<file path="src/rtl/mem_arb_pkg.sv">
`timescale 1ns/1ps
`default_nettype none
// ============================================================================
// Module   : mem_arb_pkg
// Purpose  : Shared types and constants for the memory port arbiter.
// Revision : 1.0
// ============================================================================
package mem_arb_pkg;

  typedef enum logic [1:0] {OWN_NONE, OWN_PROG, OWN_DATA, OWN_FETCH} owner_e;
  typedef enum logic [1:0] {S_IDLE, S_ISSUE, S_WAIT, S_RESP} state_e;

  localparam logic [3:0] FULL_BE = 4'hF;

endpackage
`default_nettype wire

</file>
<file path="src/rtl/mem_port_arbiter_if.sv">
`timescale 1ns/1ps
`default_nettype none
// ============================================================================
// Module   : mem_port_arbiter_if
// Purpose  : Requester and memory-side bundle; master = arbiter view.
// Revision : 1.0
// ============================================================================
interface mem_port_arbiter_if
  import mem_arb_pkg::*;
#(
  parameter int AW = 32,
  parameter int DW = 32
);
  logic          prog_ena;
  logic          p_req;
  logic [AW-1:0] p_addr;
  logic [DW-1:0] p_wdata;
  logic          p_ack;
  logic          d_req;
  logic          d_we;
  logic [3:0]    d_be;
  logic [AW-1:0] d_addr;
  logic [DW-1:0] d_wdata;
  logic [DW-1:0] d_rdata;
  logic          d_ack;
  logic          i_req;
  logic [AW-1:0] i_addr;
  logic [DW-1:0] i_rdata;
  logic          i_ack;
  logic [3:0]    mem_en;
  logic          mem_wea;
  logic          mem_rea;
  logic [AW-1:0] mem_addr;
  logic [DW-1:0] mem_din;
  logic [DW-1:0] mem_dout;
  logic          mem_hold;

  modport master (
    input  prog_ena, p_req, p_addr, p_wdata,
    input  d_req, d_we, d_be, d_addr, d_wdata,
    input  i_req, i_addr, mem_dout,
    output p_ack, d_rdata, d_ack, i_rdata, i_ack,
    output mem_en, mem_wea, mem_rea, mem_addr, mem_din, mem_hold
  );

  modport slave (
    output prog_ena, p_req, p_addr, p_wdata,
    output d_req, d_we, d_be, d_addr, d_wdata,
    output i_req, i_addr, mem_dout,
    input  p_ack, d_rdata, d_ack, i_rdata, i_ack,
    input  mem_en, mem_wea, mem_rea, mem_addr, mem_din, mem_hold
  );
endinterface
`default_nettype wire

</file>
<file path="src/rtl/mem_arb_pick.sv">
`timescale 1ns/1ps
`default_nettype none
// ============================================================================
// Module   : mem_arb_pick
// Purpose  : Combinational winner select with fetch anti-starvation.
// Revision : 1.0
// ============================================================================
module mem_arb_pick
  import mem_arb_pkg::*;
#(
  parameter int STARVE_MAX = 4,
  parameter int CW         = 3
) (
  input  logic          i_prog_ena,
  input  logic          i_p_req,
  input  logic          i_d_req,
  input  logic          i_i_req,
  input  logic [CW-1:0] i_starve_cnt,
  output logic [2:0]    o_grant,
  output logic [CW-1:0] o_starve_nxt
);
  localparam logic [2:0]    c_gnt_prog  = 3'b001;
  localparam logic [2:0]    c_gnt_data  = 3'b010;
  localparam logic [2:0]    c_gnt_fetch = 3'b100;
  localparam logic [CW-1:0] c_starve_max = CW'(STARVE_MAX);

  always_comb begin
    o_grant      = 3'b000;
    o_starve_nxt = i_starve_cnt;
    if (i_prog_ena) begin
      if (i_p_req) o_grant = c_gnt_prog;
    end else if (i_d_req && i_i_req) begin
      // fetch only counts as losing when data actually beats it
      if (i_starve_cnt == c_starve_max) begin
        o_grant      = c_gnt_fetch;
        o_starve_nxt = '0;
      end else begin
        o_grant      = c_gnt_data;
        o_starve_nxt = i_starve_cnt + CW'(1);
      end
    end else if (i_d_req) begin
      o_grant = c_gnt_data;
    end else if (i_i_req) begin
      o_grant      = c_gnt_fetch;
      o_starve_nxt = '0;
    end
  end
endmodule
`default_nettype wire

</file>
<file path="src/rtl/mem_port_arbiter.sv">
`timescale 1ns/1ps
`default_nettype none
// ============================================================================
// Module   : mem_port_arbiter
// Purpose  : Shares one memory port between programmer, data and fetch.
// Revision : 1.0
// ============================================================================
module mem_port_arbiter
  import mem_arb_pkg::*;
#(
  parameter int AW         = 32,
  parameter int DW         = 32,
  parameter int RD_LAT     = 1,
  parameter int STARVE_MAX = 4
) (
  input  logic               clk,
  input  logic               Rst,
  mem_port_arbiter_if.master bus
);
  localparam int         CW          = (STARVE_MAX < 1) ? 1 : $clog2(STARVE_MAX + 1);
  localparam logic [1:0] ST_IDLE     = S_IDLE;
  localparam logic [1:0] ST_ISSUE    = S_ISSUE;
  localparam logic [1:0] ST_WAIT     = S_WAIT;
  localparam logic [1:0] ST_RESP     = S_RESP;
  localparam logic [1:0] c_wait_last = 2'(RD_LAT - 1);

  logic [1:0]    r_state;
  owner_e        r_owner;
  logic [1:0]    r_wait;
  logic [CW-1:0] r_starve;
  logic [3:0]    r_mem_en;
  logic          r_mem_wea;
  logic          r_mem_rea;
  logic [AW-1:0] r_mem_addr;
  logic [DW-1:0] r_mem_din;
  logic [DW-1:0] r_d_rdata;
  logic [DW-1:0] r_i_rdata;

  logic [2:0]    w_grant;
  logic [CW-1:0] w_starve_nxt;
  owner_e        w_owner;
  logic          w_we;
  logic [3:0]    w_be;
  logic [AW-1:0] w_addr;
  logic [DW-1:0] w_wdata;
  logic          w_resp;

  mem_arb_pick #(.STARVE_MAX(STARVE_MAX), .CW(CW)) u_pick (
    .i_prog_ena   (bus.prog_ena),
    .i_p_req      (bus.p_req),
    .i_d_req      (bus.d_req),
    .i_i_req      (bus.i_req),
    .i_starve_cnt (r_starve),
    .o_grant      (w_grant),
    .o_starve_nxt (w_starve_nxt)
  );

  // Reads always enable all lanes; only writes honour byte enables.
  always_comb begin
    w_owner = OWN_NONE;
    w_we    = 1'b0;
    w_be    = '0;
    w_addr  = '0;
    w_wdata = '0;
    if (w_grant[0]) begin
      w_owner = OWN_PROG;
      w_we    = 1'b1;
      w_be    = FULL_BE;
      w_addr  = bus.p_addr;
      w_wdata = bus.p_wdata;
    end else if (w_grant[1]) begin
      w_owner = OWN_DATA;
      w_we    = bus.d_we;
      w_be    = bus.d_we ? bus.d_be : FULL_BE;
      w_addr  = bus.d_addr;
      w_wdata = bus.d_wdata;
    end else if (w_grant[2]) begin
      w_owner = OWN_FETCH;
      w_be    = FULL_BE;
      w_addr  = bus.i_addr;
    end
  end

  always_ff @(posedge clk or negedge Rst) begin
    if (!Rst) begin
      r_state    <= ST_IDLE;
      r_owner    <= OWN_NONE;
      r_wait     <= '0;
      r_starve   <= '0;
      r_mem_en   <= '0;
      r_mem_wea  <= 1'b0;
      r_mem_rea  <= 1'b0;
      r_mem_addr <= '0;
      r_mem_din  <= '0;
      r_d_rdata  <= '0;
      r_i_rdata  <= '0;
    end else begin
      case (r_state)
        ST_IDLE: begin
          if (|w_grant) begin
            r_owner    <= w_owner;
            r_starve   <= w_starve_nxt;
            r_mem_en   <= w_be;
            r_mem_wea  <= w_we & (|w_be);
            r_mem_rea  <= ~w_we;
            r_mem_addr <= w_addr;
            r_mem_din  <= w_we ? w_wdata : '0;
            r_state    <= ST_ISSUE;
          end
        end
        ST_ISSUE: begin
          r_mem_en   <= '0;
          r_mem_wea  <= 1'b0;
          r_mem_rea  <= 1'b0;
          r_mem_addr <= '0;
          r_mem_din  <= '0;
          r_wait     <= '0;
          r_state    <= r_mem_rea ? ST_WAIT : ST_RESP;
        end
        ST_WAIT: begin
          if (r_wait == c_wait_last) begin
            if (r_owner == OWN_DATA)  r_d_rdata <= bus.mem_dout;
            if (r_owner == OWN_FETCH) r_i_rdata <= bus.mem_dout;
            r_state <= ST_RESP;
          end else begin
            r_wait <= r_wait + 2'd1;
          end
        end
        ST_RESP: r_state <= ST_IDLE;
        default: r_state <= ST_IDLE;
      endcase
    end
  end

  assign w_resp       = (r_state == ST_RESP);
  assign bus.p_ack    = w_resp && (r_owner == OWN_PROG);
  assign bus.d_ack    = w_resp && (r_owner == OWN_DATA);
  assign bus.i_ack    = w_resp && (r_owner == OWN_FETCH);
  assign bus.d_rdata  = r_d_rdata;
  assign bus.i_rdata  = r_i_rdata;
  assign bus.mem_en   = r_mem_en;
  assign bus.mem_wea  = r_mem_wea;
  assign bus.mem_rea  = r_mem_rea;
  assign bus.mem_addr = r_mem_addr;
  assign bus.mem_din  = r_mem_din;
  // Reset gates the freeze so a held data request cannot stall a core in reset.
  assign bus.mem_hold = Rst & bus.d_req & ~bus.d_ack;
endmodule
`default_nettype wire

</file>
<file path="src/flat_wrapper.sv">
// flat-port wrapper written by rule: the top's interface ports become plain ports
module mem_port_arbiter_flat import mem_arb_pkg::*;
#(
  parameter int AW         = 32,
  parameter int DW         = 32,
  parameter int RD_LAT     = 1,
  parameter int STARVE_MAX = 4
)
  (clk, Rst, bus_prog_ena, bus_p_req, bus_p_addr, bus_p_wdata, bus_d_req, bus_d_we, bus_d_be, bus_d_addr, bus_d_wdata, bus_i_req, bus_i_addr, bus_mem_dout, bus_p_ack, bus_d_rdata, bus_d_ack, bus_i_rdata, bus_i_ack, bus_mem_en, bus_mem_wea, bus_mem_rea, bus_mem_addr, bus_mem_din, bus_mem_hold);
  mem_port_arbiter_if #(.AW(AW), .DW(DW)) bus_i ();
  input  logic clk;
  input  logic Rst;
  input wire logic [$bits(bus_i.prog_ena)-1:0] bus_prog_ena;
  input wire logic [$bits(bus_i.p_req)-1:0] bus_p_req;
  input wire logic [$bits(bus_i.p_addr)-1:0] bus_p_addr;
  input wire logic [$bits(bus_i.p_wdata)-1:0] bus_p_wdata;
  input wire logic [$bits(bus_i.d_req)-1:0] bus_d_req;
  input wire logic [$bits(bus_i.d_we)-1:0] bus_d_we;
  input wire logic [$bits(bus_i.d_be)-1:0] bus_d_be;
  input wire logic [$bits(bus_i.d_addr)-1:0] bus_d_addr;
  input wire logic [$bits(bus_i.d_wdata)-1:0] bus_d_wdata;
  input wire logic [$bits(bus_i.i_req)-1:0] bus_i_req;
  input wire logic [$bits(bus_i.i_addr)-1:0] bus_i_addr;
  input wire logic [$bits(bus_i.mem_dout)-1:0] bus_mem_dout;
  output wire logic [$bits(bus_i.p_ack)-1:0] bus_p_ack;
  output wire logic [$bits(bus_i.d_rdata)-1:0] bus_d_rdata;
  output wire logic [$bits(bus_i.d_ack)-1:0] bus_d_ack;
  output wire logic [$bits(bus_i.i_rdata)-1:0] bus_i_rdata;
  output wire logic [$bits(bus_i.i_ack)-1:0] bus_i_ack;
  output wire logic [$bits(bus_i.mem_en)-1:0] bus_mem_en;
  output wire logic [$bits(bus_i.mem_wea)-1:0] bus_mem_wea;
  output wire logic [$bits(bus_i.mem_rea)-1:0] bus_mem_rea;
  output wire logic [$bits(bus_i.mem_addr)-1:0] bus_mem_addr;
  output wire logic [$bits(bus_i.mem_din)-1:0] bus_mem_din;
  output wire logic [$bits(bus_i.mem_hold)-1:0] bus_mem_hold;
  assign bus_i.prog_ena = bus_prog_ena;
  assign bus_i.p_req = bus_p_req;
  assign bus_i.p_addr = bus_p_addr;
  assign bus_i.p_wdata = bus_p_wdata;
  assign bus_i.d_req = bus_d_req;
  assign bus_i.d_we = bus_d_we;
  assign bus_i.d_be = bus_d_be;
  assign bus_i.d_addr = bus_d_addr;
  assign bus_i.d_wdata = bus_d_wdata;
  assign bus_i.i_req = bus_i_req;
  assign bus_i.i_addr = bus_i_addr;
  assign bus_i.mem_dout = bus_mem_dout;
  assign bus_p_ack = bus_i.p_ack;
  assign bus_d_rdata = bus_i.d_rdata;
  assign bus_d_ack = bus_i.d_ack;
  assign bus_i_rdata = bus_i.i_rdata;
  assign bus_i_ack = bus_i.i_ack;
  assign bus_mem_en = bus_i.mem_en;
  assign bus_mem_wea = bus_i.mem_wea;
  assign bus_mem_rea = bus_i.mem_rea;
  assign bus_mem_addr = bus_i.mem_addr;
  assign bus_mem_din = bus_i.mem_din;
  assign bus_mem_hold = bus_i.mem_hold;
  mem_port_arbiter #(.AW(AW), .DW(DW), .RD_LAT(RD_LAT), .STARVE_MAX(STARVE_MAX)) u_core (.clk(clk), .Rst(Rst), .bus(bus_i));
endmodule
</file>
<file path="config.mk">
export PLATFORM = sky130hd
export DESIGN_NAME = mem_port_arbiter_flat
export DESIGN_NICKNAME = d
export VERILOG_FILES = /design/src/rtl/mem_arb_pkg.sv /design/src/rtl/mem_port_arbiter_if.sv /design/src/rtl/mem_arb_pick.sv /design/src/rtl/mem_port_arbiter.sv /design/src/flat_wrapper.sv
export SDC_FILE = /design/constraint.sdc
export NUM_CORES = 1
export LEC_CHECK = 0
export CAP_MARGIN = 25
export CORE_MARGIN = 1.5
export CORE_UTILIZATION = 35
export CTS_BUF_LIST = sky130_fd_sc_hd__clkbuf_4
export CTS_CLUSTER_SIZE = 28
export DETAILED_ROUTE_END_ITERATION = 6
export PLACE_DENSITY = 0.76
export SYNTH_ARGS = -nofsm -noshare
export SYNTH_HDL_FRONTEND = slang
export SYNTH_SLANG_ARGS = --single-unit
</file>
<file path="constraint.sdc">
create_clock -name clk -period 2.6 [get_ports clk]
set_input_delay 0.26 -clock clk [delete_from_list [all_inputs] [get_ports clk]]
set_output_delay 0.26 -clock clk [all_outputs]
set_load 0.03 [all_outputs]
</file>
Yosys cells after proc, flatten, opt, wreduce, memory -nomap -nowiden. Index checks and enable logic that the tools add are counted. Widths: inputs -> output; s select.

Equality and inequality tests: 11. Reductions and logical operators: 18. Div/mod/pow operators: 0. Shift-type cells: 0. $mul: 0. Muxes and demuxes: 41. $add $sub $neg: 2. Bitwise operators: 6. Magnitude comparators: 0.

Operators with widths (number): $mux 32 (8); $pmux 32 s2 (2); $mux 3 (9); $mux 4 (5); $mux 2 (6); $eq 2x2->1 const B (4); $pmux 2 s4 (1); $pmux 4 s2 (1); $reduce_and 2->1 (4); $mux 1 (6); $ne 2x1->1 const B (3); $reduce_and 3->1 (2); $reduce_bool 2->1 (3); $reduce_and 5->1 (1); $eq 2x1->1 const B (2); $logic_and 1x1->1 (4); $logic_not 2->1 (2); $pmux 1 s2 (2); $pmux 2 s2 (1); $reduce_or 4->1 (1); $add 3x1->3 const B (1); $and 1x1->1 (3); $eq 3x3->1 const B (1); $not 1->1 (3); 3 further kinds (3).

Latch bits: 0. Bits of input ports: 203. RAM bits: 0. Logic and storage cells: 89. Memories kept: 0. Register bits after elaboration: 143. Output and inout port bits: 138. Bits in read-only memories: 0.

Depth between registers and ports, before layout.
Word-level depth: 11. Gate-level depth with buffers: 9. Depth with buffers taken out: 6.

Cells and area by module. A second synthesis with hierarchy kept.

Cells, all modules: 495. Area total of the unflattened synthesis: 6475.0 sq um.

By module, submodules not included: mem_port_arbiter (sequential area each 3578.4 sq um, area an instance 6334.8 sq um, times used 1, cells each 475); mem_arb_pick (sequential area each 0.0 sq um, area an instance 140.1 sq um, times used 1, cells each 20).

Least setup slack after synthesis. No wires, ideal clock.

Path kind: reg2out. Start: register u_core.r_state[0]. End: output bus_mem_hold. Arrival time: 1.705 ns. Cell stages (with the launch flop): 4. Path slack: 0.635 ns. Data required time: 2.340 ns. Buffers on the path: 0. Path through: dfrtp_1 ha_1 nor3b_1 nor2_1.

Cells in the longest elaborated chain, start to end: 4.

RTL lines: start, declared (RTL line mem_port_arbiter.sv:27) `logic [1:0] r_state;`; start signal, assigned (RTL line mem_port_arbiter.sv:118) `r_state <= r_mem_rea ? ST_WAIT : ST_RESP;`; $eq 2x2->1 (RTL line mem_port_arbiter.sv:135) `assign w_resp = (r_state == ST_RESP);`; $logic_and 1x1->1 (RTL line mem_port_arbiter.sv:137) `assign bus.d_ack = w_resp && (r_owner == OWN_DATA);`; named net bus_d_ack (RTL line flat_wrapper.sv:27) `output wire logic [$bits(bus_i.d_ack)-1:0] bus_d_ack;`; $not 1->1 (RTL line mem_port_arbiter.sv:147) `assign bus.mem_hold = Rst & bus.d_req & ~bus.d_ack;`; $and 1x1->1 (RTL line mem_port_arbiter.sv:147); end, declared (RTL line flat_wrapper.sv:35) `output wire logic [$bits(bus_i.mem_hold)-1:0] bus_mem_hold;`.

The timed path passes the listed nets, and every way through them passes these cells.

Final worst setup path.
Start: register u_core.r_state[0]. End: output bus_mem_hold.

Cells in the longest elaborated chain, start to end: 4.

RTL lines (RTL line): $eq 2x2->1 (mem_port_arbiter.sv:135); $logic_and 1x1->1 (mem_port_arbiter.sv:137); $not 1->1 (mem_port_arbiter.sv:147); $and 1x1->1 (mem_port_arbiter.sv:147).

Every way passes these cells.

==> key figures <==
Power
  • Clock power frac: 14.1%
  • Sw frac: 42.7%
  • Final total power: 11.1 mW
  • Sw Pwr: 4.75 mW
  • Seq pwr share: 33.1%
  • Gate power share: 52.8%
  • P_int: 6.38 mW
  • Leakage: 4.15 nW
  • PwrDens: 1070 mW/mm²
  • Peak VDD IR: 0.000757 V

Clock network
  • Clock sink count: 143
  • CTS Buffer Depth: 2
  • Worst-Skew Late Latency: 540 ps
  • Clock-pin slew on the worst setup and hold paths: 140 ps
  • Setup Buffers After CTS: 0
  • CTS tree: built
  • Max H-tree Level: 4
  • CTS buffer count: 17
  • Root buffer cell: clkbuf_4

Finish
  • FILL cells: 1,519
  • Layout area overhead: 60.4%
  • Fin nets: 1,035
  • Share of layout cells above drive strength 1: 9.08%
  • FF/Latch Area: 0.00358 mm²
  • Area of the multi-input gates: 0.00265 mm²

GRT
  • Initial antenna violation count: 2
  • Grt ovf: 0
  • Vias in the first global route: 5,987
  • GRT Util Overall: 22.0%
  • Largest net degree at the start of global routing: 144
  • First-pass GRT wire length: 33.7 mm

Timing
  • Final TNS setup: 0 ps
  • Max Freq: 413 MHz
  • Final Hold Fails: 0
  • Final Cycle Share: 93.1%
  • Worst slew pin tran: 863 ps
  • Clock Skew: 18.6 ps
  • Crit path time final: 2420 ps
  • Rel. slew slack: 42.5%
  • RSZ-0062 raised after global routing: false
  • Max-slew violation count: 0
  • Final setup vio count: 0

Setup path
  • Worst setup SP type: register
  • Crit Reg-Reg Startpoint: u_core.r_starve[0]
  • Worst setup startpoint: u_core.r_state[0]
  • Slowest stage delay, CP: 700 ps
  • Bufs and invs on worst path: 1
  • Cell family with most CP delay: buffers and inverters
  • Worst reg2reg path depth: 7
  • Crit path required time: 2340 ps
  • Crit. End Element: primary output
  • Cell Chain, Critical Path: ha_1 -> nor3b_1 -> nor2_1 -> clkdlybuf4s50_1
  • Critical-path maximum fanout: 5
  • Slowest CP cell: clkdlybuf4s50_1
  • Worst Setup Path Type: reg -> out
  • WP data arrival: 2160 ps
  • Critical path depth in cells: 4

Logic synthesis
  • Sequential-to-total area share from yosys stat: 55.0%
  • Synth Instances: 497
  • Yosys cell types: 43
  • Multiplexer share of the synthesized area: 11.4%
  • Post-synthesis xor/xnor area fraction: 0.135%
  • Yosys top cell by area: dfrtp_1
  • Synth Flop Type: dfrtp_1
  • Adder-cell area share of the yosys netlist: 1.35%
  • Synth top area share: 55.0%
  • Main combinational cell family by area after synthesis: compound AO/OA/AOI/OAI gates
  • Post-synth ARST share: 100%
  • Post-synth EDFFs: 0
  • Syn Area/Cell: 13.1 µm²
  • Simple-Gate Fraction of Synth Area: 3.31%
  • Mapped Area: 0.00650 mm²
  • Area fraction in compound gates after synthesis: 24.3%
  • Ranking of synthesized cells by area: dfrtp_1, mux2_1, o2bb2ai_1, a221oi_2, a22oi_1
  • Seq cells post-synth: 143
  • Synth Warn #: 0
  • Post-Syn Nets: 707

Status
  • Violated checks: DRC
  • Result of the run: finished, violations left

Die
  • Die area: 0.0194 mm²
  • Core area: 0.0181 mm²
  • Starting density of the core: 35.9%
  • Die W: 139 µm
  • Io pins: 341
  • Site row count: 49
  • DIE HEIGHT: 139 µm

Hold path
  • Hold WC Path Type: in -> reg
  • WHS Path Cells: 3
  • Worst Hold Launch: bus_p_addr[20]

Route
  • Vias per Instance: 5.29
  • WL/cell: 19.8 µm
  • Drt pass-1 iters: 7
  • Detailed-route DRC error count: 26
  • Drt initial violations: 257
  • Detailed Route WL: 21.1 mm
  • DRT antenna net count: 0
  • Via count: 5,645

Place
  • Post-DP HPWL: 14.8 mm
  • IO Port Bufs: 340
  • GP Congestion: 0.864

Run
  • Max cap viols: 0
-- final cells by class --
cell class,instances,area share (%)
Inverter,9,0.324
Clock buffer,17,1.22
Sequential cell,143,34.3
Multi-Input combinational cell,300,25.4
Timing Repair Buffer,354,34.2
Antenna cell,2,0.0480
Clock inverter,14,1.73
Tap cell,229,2.75
-- tightest hold or removal path: cells and delay by family --
kind,cells,cell delay (ps)
AO/OA/AOI/OAI,2,190
buffers and inverters,1,400
-- Yosys cell counts (3+ instances only) --
| master | count |
|---|---|
| a22o_1 | 7 |
| dfrtp_1 | 143 |
| ha_1 | 7 |
| o21ai_1 | 27 |
| nand2b_1 | 7 |
| buf_2 | 30 |
| nor2_1 | 6 |
| nand2_1 | 9 |
| clkbuf_1 | 7 |
| a22oi_1 | 32 |
| buf_6 | 5 |
| a211o_1 | 4 |
| o2bb2ai_1 | 65 |
| a221oi_2 | 20 |
| mux2_1 | 63 |
| mux2_2 | 3 |
| inv_1 | 7 |
| o21ai_0 | 9 |
| nor3b_1 | 3 |
| buf_4 | 3 |
| a221oi_1 | 12 |
| a21oi_1 | 4 |
-- stage by stage --
stage          instance area, µm²  std cells  setup slack (ps)  hold WS [ps]  util [%]
2_1_floorplan                6500        497               635         -35.6         -
3_3_place_gp                10100       1034               428           466      55.9
4_1_cts                     10400       1066               104           266      57.6
3_5_place_dp                10100       1034               405           461      55.9
6_report                    10400       1068               180           328      57.7
5_1_grt                     10400       1068              31.6           254      57.7
-- state kept, by name (all words and copies together) (netlist names), 2 cells and up --
| register | cells |
|---|---|
| u_core.bus.d_rdata | 32 |
| u_core.bus.i_rdata | 32 |
| u_core.bus.mem_addr | 32 |
| u_core.bus.mem_din | 32 |
| u_core.bus.mem_en | 4 |
| u_core.r_owner | 2 |
| u_core.r_starve | 3 |
| u_core.r_state | 2 |
| u_core.r_wait | 2 |
-- placed cells by master, fill, tap and decap left out, types with 2 or more instances in the layout --
master           synthesis  final
clkdlybuf4s50_1          0    338
dfrtp_1                143    143
o2bb2ai_1               65     65
mux2_1                  63     63
a22oi_1                 32     32
o21ai_1                 27     27
a221oi_2                20     20
clkbuf_4                 0     17
a221oi_1                12     12
nand2_1                  9      9
o21ai_0                  9      9
buf_4                    3      9
inv_1                    7      7
nand2b_1                 7      7
a22o_1                   7      7
ha_1                     7      7
nor2_1                   6      6
inv_6                    0      5
a211o_1                  4      4
a21oi_1                  4      4
buf_12                   0      4
nor3b_1                  3      3
mux2_2                   3      3
bufinv_16                0      3
clkinvlp_4               0      3
diode_2                  0      2
inv_2                    2      2
nor3_1                   2      2
and3_2                   0      2
-- metal layers --
metal	share of wire [%]	GRT usage [%]	wire length [µm]	vias up
met4	2.4	8.17	501	0
met5	0	0	0	-
met1	40	26.1	8350	2763
li1	-	-	-	2597
met2	48	36.2	10100	248
met3	10	8.64	2190	37
-- logic make-up after synthesis --
group,count (synthesis)
flip-flops,143
multiplexers,66
adder cells (fa/ha/maj),7
XOR/XNOR,1
AND/OR/NAND/NOR,38
AO/OA/AOI/OAI,188
buffers and inverters,54
-- power by group through the flow --
stage | Combinational, mW | Clock (mW) | Sequential, mW
2_1_floorplan | 1.52 | 0 | 5.40
5_1_grt | 6.22 | 1.73 | 3.80
3_5_place_dp | 5.92 | 0 | 3.71
6_report | 5.88 | 1.57 | 3.68
3_3_place_gp | 5.87 | 0 | 3.69
4_1_cts | 5.95 | 1.64 | 3.68
-- final timing paths --
path | to | slack (ps)
setup / recovery | bus_mem_hold | 180
hold / removal | u_core.bus.mem_addr[20] | 330
setup reg to reg | u_core.bus.mem_addr[16] | 520
hold reg to reg | u_core.bus.mem_addr[3] | 500
max in group asynchronous | u_core.bus.mem_addr[11] | 1520
min in group asynchronous | u_core.bus.d_rdata[27] | 360
-- repair_timing --
| item | in CTS | in global routing |
|---|---|---|
| gates resized for setup | 0 | 1 |
| hold endpoints to repair | 143 | 0 |
| hold buffers | 1 | 0 |
| setup endpoints to repair | 0 | 1 |
Note: power is estimated with default switching activity, not from simulation.
